[src/rtl/easy_fifo_pkg.sv]
// Shared helpers for the easy_fifo family: counter/width sizing functions and
// the lane-phase encoding used by the AXI-Stream width adapters.
package easy_fifo_pkg;

   typedef enum logic {
      PH_FILL = 1'b0,
      PH_LAST = 1'b1
   } lane_phase_e;

   // Counter width for n states, never narrower than one bit.
   function automatic int clog2_min1(input int n);
      int w;
      w = $clog2(n);
      return (w < 1) ? 1 : w;
   endfunction

   function automatic int out_width(input int dwidth, input int ratio);
      return dwidth * ratio;
   endfunction

endpackage

[src/rtl/easy_fifo_axis_upsizer.sv]
// AXI-Stream width upsizer: packs RATIO narrow beats into one wide beat, lane 0 first.
// Optional packet support (tlast/tkeep, short final words) under EASY_FIFO_TLAST_EN.
module easy_fifo_axis_upsizer
   import easy_fifo_pkg::*;
#(
   parameter int DWIDTH = 32,
   parameter int RATIO  = 4
) (
   input  logic                       clk,
   input  logic                       rst,
   input  logic [DWIDTH-1:0]          s_axis_tdata,
   input  logic                       s_axis_tvalid,
   output logic                       s_axis_tready,
`ifdef EASY_FIFO_TLAST_EN
   input  logic                       s_axis_tlast,
   output logic [RATIO-1:0]           m_axis_tkeep,
   output logic                       m_axis_tlast,
`endif
   output logic [DWIDTH*RATIO-1:0]    m_axis_tdata,
   output logic                       m_axis_tvalid,
   input  logic                       m_axis_tready
);

   localparam int CW = clog2_min1(RATIO);
   localparam int OW = out_width(DWIDTH, RATIO);
   localparam logic [CW-1:0] CNT_LAST = CW'(RATIO - 1);

   logic [CW-1:0]     cnt;
   logic [DWIDTH-1:0] pack_p0 [RATIO-1];
   logic [OW-1:0]     data_p1;
   logic              vld_p1;
   logic [OW-1:0]     word_nxt;
   lane_phase_e       phase;
   logic              out_free;
   logic              complete_beat;
   logic              s_hs;
   logic              m_hs;
`ifdef EASY_FIFO_TLAST_EN
   logic [RATIO-1:0]  keep_nxt;
   logic [RATIO-1:0]  keep_p1;
   logic              last_p1;
`endif

   assign phase    = (cnt == CNT_LAST) ? PH_LAST : PH_FILL;
   assign out_free = ~vld_p1 | m_axis_tready;

   // A beat that completes a word needs the output register free; any other beat
   // only lands in the pack register and can always be taken.
   always_comb begin
      complete_beat = 1'b0;
      s_axis_tready = 1'b1;
`ifdef EASY_FIFO_TLAST_EN
      complete_beat = (phase == PH_LAST) | s_axis_tlast;
      if (phase == PH_LAST)
         s_axis_tready = out_free;
      else
         s_axis_tready = ~s_axis_tvalid | ~s_axis_tlast | out_free;
`else
      complete_beat = (phase == PH_LAST);
      if (phase == PH_LAST)
         s_axis_tready = out_free;
`endif
   end

   assign s_hs = s_axis_tvalid & s_axis_tready;
   assign m_hs = vld_p1 & m_axis_tready;

   // Lanes below cnt come from the pack register, lane cnt is the arriving beat,
   // lanes above cnt stay zero (only reachable on an early tlast).
   always_comb begin
      word_nxt = '0;
      for (int k = 0; k < RATIO - 1; k++) begin
         if (CW'(k) < cnt)
            word_nxt[k*DWIDTH +: DWIDTH] = pack_p0[k];
         else if (CW'(k) == cnt)
            word_nxt[k*DWIDTH +: DWIDTH] = s_axis_tdata;
      end
      if (phase == PH_LAST)
         word_nxt[OW-1 -: DWIDTH] = s_axis_tdata;
   end

`ifdef EASY_FIFO_TLAST_EN
   always_comb begin
      keep_nxt = '0;
      for (int k = 0; k < RATIO; k++)
         keep_nxt[k] = (CW'(k) <= cnt);
   end
`endif

   // pack stage (p0) -> output stage (p1)
   always_ff @(posedge clk) begin
      if (rst) begin
         cnt     <= '0;
         vld_p1  <= 1'b0;
         data_p1 <= '0;
         for (int k = 0; k < RATIO - 1; k++)
            pack_p0[k] <= '0;
`ifdef EASY_FIFO_TLAST_EN
         keep_p1 <= '0;
         last_p1 <= 1'b0;
`endif
      end else begin
         if (s_hs && !complete_beat) begin
            for (int k = 0; k < RATIO - 1; k++)
               if (CW'(k) == cnt)
                  pack_p0[k] <= s_axis_tdata;
            cnt <= cnt + CW'(1);
         end
         // Loading a new word takes priority over draining, so a simultaneous
         // drain and completion keeps valid high with no bubble.
         if (s_hs && complete_beat) begin
            data_p1 <= word_nxt;
            vld_p1  <= 1'b1;
            cnt     <= '0;
`ifdef EASY_FIFO_TLAST_EN
            keep_p1 <= keep_nxt;
            last_p1 <= s_axis_tlast;
`endif
         end else if (m_hs) begin
            vld_p1 <= 1'b0;
         end
      end
   end

   assign m_axis_tdata  = data_p1;
   assign m_axis_tvalid = vld_p1;
`ifdef EASY_FIFO_TLAST_EN
   assign m_axis_tkeep  = keep_p1;
   assign m_axis_tlast  = last_p1;
`endif

endmodule

[config.mk]
export PLATFORM = sky130hd
export DESIGN_NAME = easy_fifo_axis_upsizer
export DESIGN_NICKNAME = d
export VERILOG_FILES = /design/src/rtl/easy_fifo_pkg.sv /design/src/rtl/easy_fifo_axis_upsizer.sv
export SDC_FILE = /design/constraint.sdc
export NUM_CORES = 1
export LEC_CHECK = 0
export CAP_MARGIN = 20
export CORE_MARGIN = 2
export CORE_UTILIZATION = 45
export CTS_CLUSTER_SIZE = 16
export DETAILED_ROUTE_END_ITERATION = 10
export PLACE_DENSITY = 0.73
export SLEW_MARGIN = 5
export SYNTH_ARGS = -nofsm -noshare
export SYNTH_HDL_FRONTEND = slang
export SYNTH_SLANG_ARGS = --single-unit
[constraint.sdc]
create_clock -name clk -period 1.8 [get_ports clk]
set_input_delay 0.27 -clock clk [delete_from_list [all_inputs] [get_ports clk]]
set_output_delay 0.27 -clock clk [all_outputs]
set_load 0.02 [all_outputs]
## Word-level counts from Yosys, hierarchy flattened

Memories as Yosys holds them, arrays and structs flattened. A register that Yosys moved wholly into a read port is not among the register bits.
Index checks and enable logic that the tools add are counted.

- Order comparisons: 3
- $add $sub $neg: 1
- Reduce and logical (&&, ||, !) cells: 6
- Muxes and demuxes: 28
- Equality and inequality tests: 3
- Bitwise operators: 7

Operator list:

| cell | count |
|---|---|
| $mux W32 | 10 |
| $mux W1 | 18 |
| $lt A1 B2 Y1 const A | 2 |
| $or A1 B1 Y1 | 4 |
| $add A2 B1 Y2 const B | 1 |
| $and A1 B1 Y1 | 2 |
| $eq A1 B2 Y1 const A | 1 |
| $eq A2 B2 Y1 const A | 1 |
| $eq A2 B2 Y1 const B | 1 |
| $logic_and A1 B1 Y1 | 2 |
| $logic_not A2 Y1 | 1 |
| $lt A2 B2 Y1 const A | 1 |
| $reduce_bool A2 Y1 | 1 |
| $reduce_or A2 Y1 | 1 |
| $logic_not A1 Y1 | 1 |
| $not A1 Y1 | 1 |

- Bits in writable memories: 96
- Output and inout bits: 130
- Memories: 1
- Flip-flop bits (word level): 131

Memories:

| name | words | bits a word | read ports | clocked after Yosys merged registers in | write ports | RTL line | RTL |
|---|---|---|---|---|---|---|---|
| pack_p0 | 3 | 32 | 3 | 3 | 3 | easy_fifo_axis_upsizer.sv:29 | `logic [DWIDTH-1:0] pack_p0 [RATIO-1];` |

## Logic depth before layout (Yosys ltp)

Gate-level depths: netlist (run 1).

- Depth in word-level cells: 9
- Gate-level depth with buffers: 6
- Gate-level depth less buffers: 5

## Worst setup path after synthesis (run 1)

No wires, ideal clock.

- Path kind: register to register
- Start point: register cnt[0]
- End point: memory pack_p0[0][0], enable pin
- Setup slack: -117 ps
- Clock period less this slack: 1,917 ps
- Stages on the path, launching flop included: 5
- Buffers on the path: 1
- Required time: 1,412 ps
- Arrival time: 1,529 ps
- Path through: dfxtp_1 > ha_1 > nor2b_1 > buf_4 > a21o_1

RTL lines:

| element | RTL line | RTL |
|---|---|---|
| from (decl) | easy_fifo_axis_upsizer.sv:28 | `logic [CW-1:0] cnt;` |
| from (signal assigned) | easy_fifo_axis_upsizer.sv:107 | `cnt <= cnt + CW'(1);` |
| to (decl) | easy_fifo_axis_upsizer.sv:29 |  |

## Final worst setup path (run 1)

- Start point: register data_p1[58], in the netlist m_axis_tdata[58] (read register of pack_p0)
- End point: output m_axis_tdata[58]

RTL lines:

| element | RTL line | RTL |
|---|---|---|
| from (decl) | easy_fifo_axis_upsizer.sv:30 | `logic [OW-1:0] data_p1;` |
| to (decl) | easy_fifo_axis_upsizer.sv:19 | `output logic [DWIDTH*RATIO-1:0] m_axis_tdata,` |

No word-level cell between the ends.

==> results.md, run 1 <==
* Area Overhead vs Synth at 31.6%
* Number of fill cells in the layout at 1546
* ANT nets after route at 0
* Starting Density at 46.2%
* Synth Instances at 712
* Post-synthesis cell type count at 21
* CP endpoint kind: output port
* Kind of critical path: reg2out
* Worst hold path class: in2reg
* Warnings from Yosys at 0
* CP top delay family: buffers and inverters
* Cell Rows at 51
* Initial antenna violation count at 0
* IO Pins at 166
* DRC violations left at 0
* Fin nets at 926
* Tot GR Track Use at 16.3%
* Crit path largest cell delay at 0.66 ns
* Max Cap Viol at 0
* Hold slack at 0.170 ns
* Clock H-tree levels at 1
* Period utilization at 98.0%
* Die ar. at 21300 um^2
* WL/cell at 15.0 um
* Gpl congestion at 0.710
* Worst Hold Depth at 2
* Actual slew at the worst max-slew pin at 0.405 ns
* WP buf/inv at 1
* Count of final hold-check violations at 0
* Final worst slack at 0.0354 ns
* Port bufs at 165
* Max Fclk at 567 MHz
* Power density over the cells at 923 nW/um^2
* Status: finished clean
* Chip height at 146 um
* Async SR Flop Fraction at 0%
* Clock buffer depth at 3
* Post-synth EDFFs at 96
* DRT Pass-1 Iters at 5
* Total setup buffers inserted after CTS at 0
* First-pass GRT wire length at 28500 um
* Place WS at -0.0647 ns
* Layout cell share with drive strength beyond 1 at 8.19%
* Crit path DAT at 1.49 ns
* Routed vias/inst at 4.59
* Mapped Nets at 752
* Worst r2r path cells at 6
* Clock latency at the later pin of the worst-skew pair at 0.50 ns
* Detail Placement HPWL at 11600 um
* Dominant synthesized flop cell: dfxtp_1
* Headroom to the max-slew limit at 73.0%
* CP max stage cell: clkdlybuf4s50_1
* Antenna diodes at 0
* Number of DRC violations after detailed-routing iteration 0 at 195
* CP Launch Type: flip-flop
* Worst vdd ir at 558 uV
* Cell Area, Synth at 9050 um^2
* Unrepaired setup endpoints after global routing: no
* Post-Route WL at 17600 um
* Min cycle time layout at 1.76 ns
* Synthesis-stage register bit count at 227
* Die Wd at 146 um
* Root buffer cell: clkbuf_16
* Fin. max-slew vios at 0
* CP max FO at 2
* Grt total ovfl at 0
* Worst path depth at 1
* Sequential area share after synthesis at 60.8%
* Worst clock skew at 0.0194 ns
* Critical Path, Cell by Cell: clkdlybuf4s50_1
* Clock-pin slew on the worst setup and hold paths at 0.06 ns
* P_leak at 4.07 nW
* Required @ worst endpoint at 1.53 ns
* Core box area at 19600 um^2
* CTS tree: yes
* Mean cell area of the mapped netlist at 12.7 um^2
* CTS Sinks at 227
* Via count at 5358
* Vias in the first global route at 5349
* Largest net degree at the start of global routing at 84
* Cts bufs inserted at 23
* Setup violations, final at 0
==> layout make-up <==
| cell class | count | area [um^2] | share of cell area [%] |
|---|---|---|---|
| multi-input combinational | 436 | 3270 | 27.4 |
| tap | 265 | 332 | 2.78 |
| clock inverter | 11 | 85.1 | 0.714 |
| sequential | 227 | 5510 | 46.2 |
| inverter | 2 | 7.51 | 0.0630 |
| timing repair buffer | 196 | 2080 | 17.5 |
| clock buffer | 31 | 626 | 5.25 |
==> repair_timing <==
item                                   CTS  global route
hold buffers                             0             0
setup endpoints to repair               19            56
gates resized for setup                  4             4
endpoints found under the hold margin    0             0
==> power breakdown <==
group / switching, mW / internal (mW)
sequential: 0.0870 / 5.64
clock: 1.89 / 2.59
combinational: 0.390 / 0.393
==> logic make-up after synthesis <==
group                    count (synthesis)  synth area share [%]
AO/OA/AOI/OAI                            4                 0.304
XOR/XNOR                                 1                0.0968
adder cells (fa/ha/maj)                  4                 0.553
buffers and inverters                   49                  3.28
flip-flops                             227                  60.8
multiplexers                           129                  14.3
AND/OR/NAND/NOR                        298                  20.6
==> registers in the layout (all words and copies together), names as in the netlist <==
name and cells:
pack_p0 96, m_axis_tdata 128, cnt 2, m_axis_tvalid 1
==> metal layers <==
| layer | track usage (%) | part of all wire (%) | vias to the layer above | wire [um] |
|---|---|---|---|---|
| met5 | 0 | 0 | - | 0 |
| met4 | 3.73 | 1.2 | 0 | 215 |
| met3 | 2.95 | 5.0 | 18 | 876 |
| met2 | 26.7 | 46 | 133 | 8090 |
| met1 | 22.7 | 48 | 2485 | 8370 |
| li1 | - | - | 2722 | - |
==> cell usage after synthesis, types with 2 or more instances <==
master	number	area (um^2)
ha_1	4	50.1
and2_1	32	200
nand2_1	2	7.51
a21o_1	3	22.5
edfxtp_1	96	2880
buf_6	13	146
inv_1	2	7.51
buf_4	2	15.0
clkbuf_1	26	97.6
buf_2	6	30.0
dfxtp_1	131	2620
mux2i_1	129	1290
nor3_1	3	15.0
nand2b_1	256	1600
==> through the flow <==
step	setup TNS, ns	cell area, um^2	power [mW]	instances	utilization (%)
floorplan	0	9050	6.27	712	-
global placement	-0.184	11200	6.61	1126	57.1
detailed placement	-1.87	11200	6.62	1126	57.1
CTS	0	11900	11.1	1168	60.7
global route	0	11900	11.4	1168	60.8
finish	0	11900	11.0	1168	60.8
==> final timing paths <==
check / to / startpoint / slack [ns]
worst max-delay path: m_axis_tdata[58] / m_axis_tdata[58] / 0.04
worst min-delay path: m_axis_tvalid / rst / 0.17
worst max register to register: pack_p0[0][75] / cnt[0] / 0.12
worst min register to register: m_axis_tdata[5] / m_axis_tdata[5] / 0.47
==> placed cells by master (no fill, tap or decap), types with 2 or more instances in the layout <==
master,instances
a21o_2,3
and2_1,32
buf_12,16
buf_4,16
clkbuf_1,6
clkbuf_16,23
clkbuf_8,2
clkdlybuf4s50_1,162
clkinv_1,4
clkinv_2,2
clkinvlp_4,2
dfxtp_1,129
dfxtp_2,2
edfxtp_1,96
ha_1,3
inv_1,2
mux2i_1,129
nand2_1,2
nand2b_1,256
nor3_1,2
Power figures use the tool's default switching activity.
==> run 2: changes to the inputs <==
Settings changed: CORE_UTILIZATION 45 to 40, PLACE_DENSITY 0.73 to 0.66, SKIP_CTS_REPAIR_TIMING set to 1.
==> results.md, run 2 (synthesized netlist as in run 1, its figures left out) <==
* Setup violations, final at 0
* Layout cell share with drive strength beyond 1 at 7.91%
* WHS Endpoint: cnt[0]
* P_leak at 4.25 nW
* ANT nets after route at 0
* Cell Rows at 55
* Kind of critical path: reg2out
* DRC violations left at 0
* RR Startpoint: cnt[0]
* Worst vdd ir at 700 uV
* Largest net degree at the start of global routing at 145
* Power density over the cells at 962 nW/um^2
* Actual slew at the worst max-slew pin at 0.410 ns
* Count of final hold-check violations at 0
* Crit path largest cell delay at 0.62 ns
* Reg2Reg Setup Slack at 0.13 ns
* Status: finished clean
* Worst hold path class: in2reg
* Clock buffer depth at 3
* Routed vias/inst at 4.50
* Hold path start: rst
* Fin. max-slew vios at 0
* CP Launch Type: flip-flop
* Largest register FFs at 128
* Antenna diodes at 0
* Starting Density at 40.3%
* Port bufs at 165
* WL/cell at 15.2 um
* Gpl congestion at 0.722
* Reg2reg end: pack_p0[0][46]
* Required @ worst endpoint at 1.53 ns
* Max Cap Viol at 0
* Place WS at 0.0140 ns
* Clock latency at the later pin of the worst-skew pair at 0.50 ns
* Crit path DAT at 1.48 ns
* CP top delay family: buffers and inverters
* Fin nets at 920
* Finished Layout Cells at 1183
* Max Fclk at 571 MHz
* First-pass GRT wire length at 28800 um
* Period utilization at 97.2%
* Via count at 5327
* CP max stage cell: clkdlybuf4s50_1
* CP endpoint kind: output port
* Clock H-tree levels at 1
* Headroom to the max-slew limit at 72.7%
* Worst clock skew at 0.00718 ns
* CTS tree: yes
* Grt total ovfl at 0
* Tot GR Track Use at 15.0%
* IO Pins at 166
* Worst r2r path cells at 6
* CP max FO at 2
* Root buffer cell: clkbuf_16
* Most frequent cells in the layout: nand2b_1 (256), clkdlybuf4s50_1 (153), dfxtp_1 (131)
* WP buf/inv at 1
* Critical Path, Cell by Cell: clkdlybuf4s50_1
* Chip height at 154 um
* Detail Placement HPWL at 12000 um
* DRT Pass-1 Iters at 4
* Post-Place Cells at 1139
* Post-Route WL at 18000 um
* Min cycle time layout at 1.75 ns
* Commonest non-fill, non-tap cell in the layout: nand2b_1
* Worst Hold Depth at 2
* Core box area at 22400 um^2
* Area Overhead vs Synth at 32.4%
* Total power draw at 11.5 mW
* Initial antenna violation count at 0
* Vias in the first global route at 5312
* Number of DRC violations after detailed-routing iteration 0 at 201
* Number of fill cells in the layout at 1920
* Final design utilization at 53.4%
* Die Wd at 154 um
* Clock-pin slew on the worst setup and hold paths at 0.06 ns
* CTS Sinks at 227
* Cts bufs inserted at 24
* Die ar. at 23800 um^2
* Final worst slack at 0.0496 ns
-- run 2: changes by cell type in the layout (fill, tap and decap cells not counted), moves of 3 or more --
cell | before | now
dlymetal6s2s_1 | 1 | 11
clkdlybuf4s50_1 | 162 | 153
buf_4 | 16 | 11
clkinv_2 | 2 | 6
clkbuf_1 | 6 | 3
-- run 2: layout make-up --
| type | count | area, um^2 | area share [%] |
|---|---|---|---|
| multi-input combinational | 436 | 3270 | 27.3 |
| timing repair buffer | 189 | 2030 | 17.0 |
| tap | 285 | 357 | 2.98 |
| clock buffer | 30 | 664 | 5.54 |
| clock inverter | 14 | 151 | 1.26 |
| inverter | 2 | 7.51 | 0.0627 |
| sequential | 227 | 5510 | 45.9 |
-- run 2: report_power, final --
| part | leakage, nW | switching [mW] | internal [mW] |
|---|---|---|---|
| sequential | 2.07 | 0.0861 | 5.64 |
| clock | 0.399 | 1.96 | 3.05 |
| combinational | 1.79 | 0.389 | 0.392 |
-- run 2: worst register-to-register path, stage by stage, from the launching register on --
cell     delay, ns
dfxtp_1       0.41
inv_1         0.09
ha_1          0.24
nor3_4        0.23
nor3b_4       0.07
buf_12        0.16
and2_1        0.21
-- run 2: how the worst max path moves through the flow --
| stage | endpoint | start | cells after the start |
|---|---|---|---|
| after floorplan | pack_p0[0][0] | cnt[0] | 4 |
| after global placement | s_axis_tready | m_axis_tready | 4 |
| after detailed placement | pack_p0[0][23] | s_axis_tvalid | 5 |
| after CTS | s_axis_tready | cnt[0] | 3 |
| after global routing | s_axis_tready | cnt[0] | 3 |
| final | m_axis_tdata[71] | m_axis_tdata[71] | 1 |
-- run 2: per-stage QoR --
step	hold slack [ns]	cell area [um^2]	setup TNS [ns]
2_1_floorplan	0.411	9050	0
3_3_place_gp	0.459	11100	0
3_5_place_dp	0.461	11100	0
4_1_cts	0.0605	11900	-0.268
5_1_grt	0.0730	12000	-0.00917
6_report	0.0791	12000	0
-- run 2: routing by layer --
layer	track usage (%)	vias to the layer above	wire length (um)
met3	3.45	21	930
li1	-	2701	-
met5	0	-	0
met1	20.8	2483	8600
met4	3.75	0	312
met2	24.1	122	8190
